### config.mk
export PLATFORM = sky130hd
export DESIGN_NAME = dem_switching_block
export DESIGN_NICKNAME = d
export VERILOG_FILES = /design/src/rtl/dem_switching_block.sv
export SDC_FILE = /design/constraint.sdc
export NUM_CORES = 1
export LEC_CHECK = 0
export ABC_AREA = 0
export BUFFER_PORTS_ARGS = -buffer_cell sky130_fd_sc_hd__buf_2
export CORE_AREA = 2 2 39 41
export CTS_CLUSTER_DIAMETER = 40
export DETAILED_ROUTE_END_ITERATION = 12
export DIE_AREA = 0 0 41 43
export GPL_ROUTABILITY_DRIVEN = 1
export HOLD_SLACK_MARGIN = 0.05
export PLACE_DENSITY = 0.83
export SLEW_MARGIN = 25
export SYNTH_ARGS = -nofsm -noshare
export SYNTH_HDL_FRONTEND = slang
export SYNTH_SLANG_ARGS = --single-unit
### constraint.sdc
create_clock -name clk_i -period 3.1 [get_ports clk_i]
set_clock_uncertainty 0.05 [all_clocks]
set_input_delay 0.31 -clock clk_i [delete_from_list [all_inputs] [get_ports clk_i]]
set_output_delay 0.31 -clock clk_i [all_outputs]
set_load 0.03 [all_outputs]
### src/rtl/dem_switching_block.sv
// dem_switching_block: DEM tree node splitting x into (x+s)/2 and (x-s)/2, s in {-1,0,+1}
// Optional first-order mismatch shaping enabled by defining SWB_SHAPING_EN.
module dem_switching_block #(
  parameter int WIDTH = 5
) (
  input  logic             clk_i,
  input  logic             reset_i,
  input  logic [WIDTH-1:0] x_in_i,
  input  logic             pn_seq_i,
  output logic [WIDTH-1:0] x_out1_o,
  output logic [WIDTH-1:0] x_out2_o,
  output logic [WIDTH-1:0] s_out_o
);
  logic             odd;
  logic             pos;
  logic [WIDTH:0]   xe;
  logic [WIDTH:0]   up;
  logic [WIDTH:0]   dn;
  logic [WIDTH-1:0] x_out1_q, x_out2_q, s_out_q;
  logic [WIDTH-1:0] x_out1_d, x_out2_d, s_out_d;
  assign odd = x_in_i[0];
  assign xe  = {1'b0, x_in_i};
  assign up  = xe + {{WIDTH{1'b0}}, 1'b1};
  assign dn  = xe - {{WIDTH{1'b0}}, 1'b1};
`ifdef SWB_SHAPING_EN
  typedef enum logic [1:0] {NONE = 2'd0, POS = 2'd1, NEG = 2'd2} sign_t;
  sign_t state_q, state_d;
  // Once a sign is stored, odd codes take the opposite sign so nonzero s alternates.
  always_comb begin
    pos     = (state_q == NONE) ? pn_seq_i : (state_q == NEG);
    state_d = state_q;
    if (odd) state_d = pos ? POS : NEG;
  end
  always_ff @(posedge clk_i) begin
    if (reset_i) state_q <= NONE;
    else         state_q <= state_d;
  end
`else
  assign pos = pn_seq_i;
`endif
  // x+s and x-s are even, so dropping bit 0 is an exact halving.
  always_comb begin
    x_out1_d = !odd ? xe[WIDTH:1] : pos ? up[WIDTH:1] : dn[WIDTH:1];
    x_out2_d = !odd ? xe[WIDTH:1] : pos ? dn[WIDTH:1] : up[WIDTH:1];
    s_out_d  = !odd ? '0 : pos ? {{(WIDTH-1){1'b0}}, 1'b1} : '1;
  end
  always_ff @(posedge clk_i) begin
    if (reset_i) begin
      x_out1_q <= '0;
      x_out2_q <= '0;
      s_out_q  <= '0;
    end else begin
      x_out1_q <= x_out1_d;
      x_out2_q <= x_out2_d;
      s_out_q  <= s_out_d;
    end
  end
  assign x_out1_o = x_out1_q;
  assign x_out2_o = x_out2_q;
  assign s_out_o  = s_out_q;
endmodule

==> results of run 1 <==
==> per-layer routing <==
layer	wire length, um	track usage, %	up-vias	part of all wire (%)
met1	397	15.4	209	41
met3	64	3.14	2	6.7
met5	0	0	-	0
met4	29	8.00	0	3.0
li1	-	-	244	-
met2	469	19.1	20	49
==> how the worst max path moves through the flow <==
stage                                        end  cells after the start  slack [ns]       from
after floorplan           x_out1_o[3]$_SDFF_PP0_                      6        1.42  x_in_i[0]
after global placement    x_out1_o[3]$_SDFF_PP0_                      6        1.36  x_in_i[0]
after detailed placement  x_out1_o[3]$_SDFF_PP0_                      6        1.30  x_in_i[0]
after CTS                 x_out1_o[3]$_SDFF_PP0_                      6        1.59  x_in_i[0]
after global routing      x_out1_o[3]$_SDFF_PP0_                      6        1.51  x_in_i[0]
final                     x_out1_o[3]$_SDFF_PP0_                      6        1.59  x_in_i[0]
==> worst max-delay path: stages <==
cell and delay, ns:
buf_2 0.15, inv_1 0.17, ha_1 0.24, or4b_4 0.48, a21oi_2 0.15, mux2i_1 0.18
==> logic make-up after synthesis <==
kind of cell | synth area share, %
AO/OA/AOI/OAI | 8.63
XOR/XNOR | 2.95
adder cells (fa/ha/maj) | 4.21
buffers and inverters | 14.1
flip-flops | 40.4
multiplexers | 8.42
AND/OR/NAND/NOR | 21.3
==> cell type report <==
cell class	count	area (um2)	share of cell area [%]
Multi-Input combinational cell	38	270	39.1
Sequential cell	12	240	34.7
Timing Repair Buffer	22	110	15.9
Clock buffer	4	36.3	5.24
Tap cell	16	20.0	2.89
Inverter	4	15.0	2.17
==> cells in the mapped netlist, drive strengths merged <==
cell / number / area [um2]
or3: 3 / 20.0
nand4bb: 1 / 11.3
clkbuf: 1 / 5.00
nor2: 4 / 15.0
or2b: 1 / 7.51
dfxtp: 12 / 240
ha: 2 / 25.0
a211oi: 1 / 7.51
nand4b: 1 / 8.76
nand3: 1 / 5.00
nand2: 2 / 7.51
xnor2: 1 / 8.76
or4b: 1 / 13.8
a21oi: 5 / 28.8
nand4: 2 / 12.5
o21ai: 3 / 15.0
or2: 1 / 6.26
buf: 7 / 63.8
mux2i: 5 / 50.1
nand2b: 1 / 6.26
inv: 4 / 15.0
xor2: 1 / 8.76
nor4: 2 / 12.5
==> through the flow <==
step                      util (%)  hold slack [ns]  cell area [um2]
after global routing          50.0            0.258              692
final                         50.0            0.244              692
after global placement        47.4            0.539              656
after floorplan                  -            0.404              594
after detailed placement      47.4            0.539              656
after CTS                     50.0            0.242              692
==> registers in the layout, indices dropped and copies added (netlist names) <==
| signal | cells |
|---|---|
| x_out1_o | 5 |
| x_out2_o | 5 |
| s_out_o | 2 |
==> power groups by stage <==
stage               clock, mW  sequential [mW]  combinational [mW]
global placement            0            0.168              0.0665
detailed placement          0            0.168              0.0678
finish                  0.124            0.164              0.0671
floorplan                   0            0.187              0.0365
CTS                     0.126            0.165              0.0679
global route            0.135            0.165              0.0733
==> impl_metrics.json, run 1 <==
{
  "power.total_mw": 0.355,
  "fillers": 141,
  "dr.first_iter.drc_count": 5,
  "leakagePower_nw": 0.333,
  "grt_setup_unrepaired": "no",
  "yosys_warnings": 0,
  "postCtsHoldBufs": 0,
  "htree_levels": 1,
  "cp-end-kind": "flip-flop",
  "worstSetupPathType": "primary input to flip-flop",
  "synth_area_um2": 594,
  "ctsResizeCount": 0,
  "worst_pin_slew_ns": 0.259,
  "routed_wirelength_um": 960,
  "clkPwrFrac_pct": 34.8,
  "start_util_pct": 42.9,
  "arrival_ns": 1.66,
  "intPower_mw": 0.256,
  "first_pass_iters": 4,
  "grt_pass1_vias": 380,
  "ant_nets": 0,
  "power_frac_comb_pct": 18.9,
  "syn_inst": 62,
  "vias_per_cell": 4.95,
  "dp_hpwl_um": 777,
  "die_h_um": 43,
  "ir_worst_vdd_uv": 250,
  "hold_end": "x_out2_o[2]$_SDFF_PP0_",
  "die_width_um": 41,
  "clkSinkCount": 12,
  "grt_max_degree": 14,
  "seq_power_share_pct": 46.3,
  "area_growth_pct": 16.4,
  "vias": 475,
  "dieArea_mm2": 0.00176,
  "portBuffers": 22,
  "clock_tree.root_cell": "clkbuf_4",
  "maxCapViolCount": 0,
  "power_density_mw_per_mm2": 513,
  "globalRouteOverflowTotal": 0,
  "dpl.cell_count": 92,
  "rows": 14,
  "gp_congestion": 0.808,
  "finalNetCount": 91,
  "final.min_clock_period_ns": 1.51,
  "netlist-cell-type-count": 26,
  "clk_pin_slew_worst_paths_ns": 0.07,
  "syn_nets": 72,
  "critPathLaunchType": "primary input",
  "whs_path_depth": 2,
  "grt_usage_pct": 12.7,
  "hold_path.class": "primary input to flip-flop",
  "setup_violations": 0,
  "drv_slew": 0,
  "synth.yosys.seq_area_share_pct": 40.4,
  "totalNegativeSetupSlack_ns": 0,
  "status": "finished clean",
  "grt_pass1_wl_um": 1510,
  "avgSynthCellArea_um2": 9.59,
  "setup_slack_ns": 1.59,
  "switchingPower_mw": 0.0990,
  "drive_gt1_share_pct": 37.5,
  "remaining_drc_errors": 0,
  "fin_cells": 96,
  "numCtsBuffers": 3,
  "cts_tree": "yes",
  "post-cts-setup-buffers": 0,
  "finalHoldViolCount": 0,
  "switching_share_pct": 27.9,
  "worst-path-max-fanout": 8,
  "slew_headroom_pct": 82.5,
  "pre_cts_ws_ns": 1.30,
  "hp-start": "reset_i",
  "critical_path_required_ns": 3.26,
  "ys_ff_latch": 12,
  "ios": 23,
  "wl_per_cell_um": 10.0,
  "cts_max_path_buffers": 2,
  "diodes": 0,
  "coreArea_mm2": 0.00138,
  "mostFrequentLayoutCell": "buf_2",
  "final_cell_mix": "buf_2 (22), dfxtp_1 (12), mux2i_1 (5)",
  "fmax_mhz": 664,
  "final.period_utilization_pct": 48.6,
  "antenna_found_initial": 0
}
(Power assumes the default switching activity.)
==> inputs of run 2 (changes only) <==
Settings changed: ABC_AREA 0 to 1, CORE_AREA 2 2 39 41 to not set, CORE_UTILIZATION set to 41, DIE_AREA 0 0 41 43 to not set, PLACE_DENSITY 0.83 to 0.81.
Clock period 3.1 ns to 1.2 ns, I/O delays scaled along.
==> impl_metrics.json, run 2 <==
{
  "grt_usage_pct": 17.2,
  "fmax_mhz": 1020,
  "hold_path.class": "primary input to flip-flop",
  "fillers": 124,
  "synth_area_um2": 589,
  "grt_setup_unrepaired": "no",
  "wl_per_cell_um": 9.96,
  "synth_common_cells": "nand2_1 (16), nand3_1 (13), dfxtp_1 (12)",
  "leakagePower_nw": 0.385,
  "seq_power_share_pct": 45.1,
  "status": "finished clean",
  "area_growth_pct": 21.9,
  "syn_inst": 78,
  "synth.area.top_cells": "dfxtp_1 (41%), nand3_1 (11%), nand2_1 (10%)",
  "maxCapViolCount": 0,
  "critPathMaxStageDelay_ns": 0.35,
  "post-cts-setup-buffers": 0,
  "dp_hpwl_um": 874,
  "synth_compound_gate_area_share_pct": 8.49,
  "final.min_clock_period_ns": 0.985,
  "clock_tree.root_cell": "clkbuf_4",
  "ant_nets": 0,
  "fin_area_um2": 718,
  "cts_max_path_buffers": 2,
  "htree_levels": 1,
  "grt_pass1_wl_um": 1810,
  "switchingPower_mw": 0.274,
  "setup_slack_ns": 0.215,
  "vias_per_cell": 5.11,
  "power.total_mw": 0.947,
  "synth.yosys.seq_area_share_pct": 40.8,
  "cp_top_family": "flip-flops",
  "intPower_mw": 0.673,
  "grt_max_degree": 11,
  "postCtsHoldBufs": 0,
  "grt_pass1_vias": 450,
  "clk_pin_slew_worst_paths_ns": 0.07,
  "ir_worst_vdd_uv": 792,
  "dieArea_mm2": 0.00159,
  "first_pass_iters": 4,
  "synth_simple_gate_area_share_pct": 28.9,
  "diodes": 0,
  "yosys.area.top_type": "dfxtp_1",
  "pre_cts_ws_ns": 0.0366,
  "power_density_mw_per_mm2": 1320,
  "ys_ff_latch": 12,
  "gp_congestion": 0.781,
  "antenna_found_initial": 0,
  "slew_headroom_pct": 85.1,
  "portBuffers": 22,
  "synthAdderAreaFrac_pct": 4.25,
  "finalNetCount": 110,
  "netlist-cell-type-count": 17,
  "yosysMostFrequentCell": "nand2_1",
  "dpl.cell_count": 110,
  "power_frac_comb_pct": 22.3,
  "cp-end-kind": "output pin",
  "totalNegativeSetupSlack_ns": 0,
  "routed_wirelength_um": 1140,
  "die_h_um": 39.9,
  "clkSinkCount": 12,
  "ios": 23,
  "final.period_utilization_pct": 82.1,
  "vias": 583,
  "switching_share_pct": 28.9,
  "dr.first_iter.drc_count": 16,
  "worst_pin_slew_ns": 0.222,
  "globalRouteOverflowTotal": 0,
  "setup_violations": 0,
  "synth_top_family_by_area": "simple AND/OR/NAND/NOR gates",
  "muxShareOfSynthArea_pct": 0,
  "syn_nets": 88,
  "start_util_pct": 44.7,
  "cp.buffers_inverters": 1,
  "coreArea_mm2": 0.00132,
  "finalHoldViolCount": 0,
  "fin_cells": 114,
  "ctsResizeCount": 0,
  "netlist.area_leader.share_pct": 40.8,
  "critPathLaunchType": "flip-flop",
  "synthFlopType": "dfxtp_1",
  "drive_gt1_share_pct": 31.3,
  "worst-path-max-fanout": 4,
  "synth_edf_count": 0,
  "synth_xor_area_share_pct": 4.46,
  "mostFrequentLayoutCell": "buf_2",
  "clkPwrFrac_pct": 32.6,
  "arrival_ns": 0.82,
  "synth-async-reset-ratio_pct": 0,
  "rows": 13,
  "yosys_warnings": 0,
  "slowest_stage": "dfxtp_1",
  "numCtsBuffers": 3,
  "cts_tree": "yes",
  "critical_path_required_ns": 1.03,
  "remaining_drc_errors": 0,
  "die_width_um": 39.9,
  "final_cell_mix": "buf_2 (22), nand2_1 (16), nand3_1 (13)",
  "worstSetupPathType": "flip-flop to output pin",
  "avgSynthCellArea_um2": 7.56,
  "post_dp_cell_area_um2": 682,
  "cp_cell_sequence": "buf_2",
  "drv_slew": 0
}
## run 2: cell types whose count changed in the layout (fill, tap and decap cells not counted), moves of 3 or more
| cell | before | now |
|---|---|---|
| a21oi_1 | 4 | 9 |
| nand2_1 | 2 | 16 |
| inv_1 | 4 | 7 |
| mux2i_1 | 5 | 0 |
| nand3_1 | 1 | 13 |
## run 2: logic make-up after synthesis
| logic type | after synthesis |
|---|---|
| simple gates | 36 |
| flops | 12 |
| buf+inv | 15 |
| compound gates | 10 |
| fa+ha+maj | 2 |
| xor+xnor | 3 |
## run 2: path summary, 6_finish.rpt
path | from | depth (start not counted) | end | slack [ns]
max | s_out_o[3]$_SDFF_PP0_ | 1 | s_out_o[1] | 0.21
min | reset_i | 2 | x_out1_o[2]$_SDFF_PP0_ | 0.09
## run 2: power by group through the flow
stage | sequential, mW | combinational, mW | clock (mW)
floorplan | 0.488 | 0.107 | 0
global placement | 0.436 | 0.206 | 0
detailed placement | 0.437 | 0.210 | 0
CTS | 0.427 | 0.211 | 0.315
global route | 0.431 | 0.236 | 0.335
finish | 0.427 | 0.211 | 0.309
## run 2: area by class of cell
type	count	area, um2	share of cell area (%)
clock buffer	4	36.3	5.05
inverter	9	33.8	4.70
timing repair buffer	23	118	16.4
tap	15	18.8	2.61
multi-input combinational	51	272	37.8
sequential	12	240	33.4
## run 2: per-stage QoR
stage | util, % | hold slack (ns)
final | 54.5 | 0.0922
after global routing | 54.5 | 0.0869
after detailed placement | 51.8 | 0.369
after floorplan | - | 0.214
after CTS | 54.5 | 0.0816
after global placement | 51.8 | 0.365
## run 2: routing by layer
layer | global-route usage [%] | share of wire (%) | up-vias
met5 | 0 | 0 | -
met4 | 9.48 | 0 | 0
met3 | 5.68 | 9.6 | 0
met2 | 25.4 | 47 | 36
met1 | 21.6 | 43 | 257
li1 | - | - | 290
==> inputs of run 3 (changes only) <==
Settings changed: ABC_AREA 1 to 0, CORE_UTILIZATION 41 to 45, PLACE_DENSITY 0.81 to 0.84.
Clock period 1.2 ns to 1.01 ns, I/O delays scaled along.
==> impl_metrics.json, run 3 (synthesized netlist as in run 1, its figures left out) <==
{
  "status": "finished, violations left",
  "violations": "setup timing",
  "cts_tree": "yes",
  "portBuffers": 22,
  "worst-path-max-fanout": 2,
  "grt_usage_pct": 17.3,
  "ant_nets": 0,
  "whs_path_depth": 2,
  "final_util_pct": 66.9,
  "rows": 12,
  "setup_slack_ns": -0.000214,
  "routed_wirelength_um": 1100,
  "critical_path_required_ns": 1.15,
  "final_cell_mix": "buf_2 (16), dfxtp_1 (12), buf_4 (11)",
  "diodes": 0,
  "clkSinkCount": 12,
  "grt_pass1_wl_um": 1700,
  "finalNetCount": 98,
  "post_dp_cell_area_um2": 718,
  "maxCapViolCount": 0,
  "dp_hpwl_um": 797,
  "ir_worst_vdd_uv": 745,
  "worstSetupPathType": "primary input to flip-flop",
  "cp_top_family": "simple AND/OR/NAND/NOR gates",
  "totalNegativeSetupSlack_ns": -0.000214,
  "drive_gt1_share_pct": 47.7,
  "ios": 23,
  "fin_area_um2": 783,
  "fmax_mhz": 990,
  "clk_pin_slew_worst_paths_ns": 0.06,
  "clock_tree.root_cell": "clkbuf_4",
  "leakagePower_nw": 0.364,
  "cts_max_path_buffers": 2,
  "drv_slew": 0,
  "globalRouteOverflowTotal": 0,
  "final.period_utilization_pct": 100,
  "power_density_mw_per_mm2": 1310,
  "area_growth_pct": 31.8,
  "coreArea_mm2": 0.00117,
  "wl_per_cell_um": 11.0,
  "slew_headroom_pct": 83.5,
  "arrival_ns": 1.15,
  "grt_max_degree": 13,
  "mostFrequentLayoutCell": "buf_2",
  "vias": 501,
  "hold_slack_ns": 0.0625,
  "slowest_stage": "or4b_4",
  "hp-start": "reset_i",
  "dieArea_mm2": 0.00147,
  "die_width_um": 38.3,
  "gp_congestion": 0.823,
  "first_pass_iters": 3,
  "cp-end-kind": "flip-flop",
  "grt_setup_unrepaired": "yes",
  "hold_path.class": "primary input to flip-flop",
  "final.min_clock_period_ns": 1.01,
  "start_util_pct": 50.7,
  "numCtsBuffers": 3,
  "vias_per_cell": 5.01,
  "finalHoldViolCount": 0,
  "critPathLaunchType": "primary input",
  "setup_violations": 1,
  "grt_pass1_vias": 399,
  "hold_end": "x_out2_o[2]$_SDFF_PP0_",
  "critPathMaxStageDelay_ns": 0.45,
  "cp.buffers_inverters": 2,
  "die_h_um": 38.3,
  "dr.first_iter.drc_count": 6,
  "antenna_found_initial": 0,
  "fillers": 109,
  "remaining_drc_errors": 0,
  "cp_cell_sequence": "buf_8 > inv_8 > ha_4 > or4b_4 > a21oi_2 > mux2i_1",
  "worst_pin_slew_ns": 0.245,
  "htree_levels": 1
}
[run 3: cell count changes in the layout (fill, tap and decap cells not counted), sizes merged, moves of 2 or more]
cell	delta
mux2i	+5
or3	+3
nor4	+2
nor3	-2
nand2	-14
nand3	-13
a21oi	-4
inv	-5
buf	+6
xnor2	-2
o21ai	+2
[run 3: power breakdown]
group          total (mW)  internal [mW]  switching [mW]
Clock               0.266          0.137           0.129
Combinational       0.253          0.101           0.152
Sequential          0.506          0.500         0.00608
[run 3: through the flow]
stage	instances	total power [mW]	setup slack, ns
2_1_floorplan	62	0.702	-0.299
3_3_place_gp	96	0.748	-0.324
3_5_place_dp	96	0.754	-0.372
4_1_cts	100	1.03	0.00353
5_1_grt	100	1.09	-0.0409
6_report	100	1.02	-0.000214
[run 3: cell type report]
cell class	instances	area [um2]	share of cell area, %
flip-flops and latches	12	240	30.7
well taps	14	17.5	2.24
multi-input cells	38	289	36.9
inverters	4	25.0	3.19
clock buffers	3	22.5	2.88
repair buffers	29	189	24.1
[run 3: how the worst max path moves through the flow]
stage                   start                      to  slack [ns]  cells past startpoint
finish              x_in_i[0]  x_out1_o[3]$_SDFF_PP0_     -0.0002                      6
detailed placement  x_in_i[1]  x_out1_o[3]$_SDFF_PP0_       -0.37                      6
global placement    x_in_i[1]  x_out1_o[3]$_SDFF_PP0_       -0.32                      6
floorplan           x_in_i[0]  x_out1_o[3]$_SDFF_PP0_       -0.30                      6
global route        x_in_i[0]  x_out1_o[3]$_SDFF_PP0_       -0.04                      6
CTS                 x_in_i[0]  x_out1_o[3]$_SDFF_PP0_       0.004                      6
[run 3: repair_timing]
item | 4_1_cts | 5_1_grt
hold buffers | 0 | 0
resized for setup | 4 | 12
setup buffers | 1 | 0
setup endpoints to repair | 1 | 7
pin swaps | 2 | 0
[run 3: routing by layer]
layer	GRT usage (%)	vias up	share of wire, %	routed length (um)
met3	5.23	2	4.1	45
met1	20.9	221	47	515
met5	0	-	0	0
li1	-	260	-	-
met2	26.7	18	48	525
met4	10.3	0	0.91	10
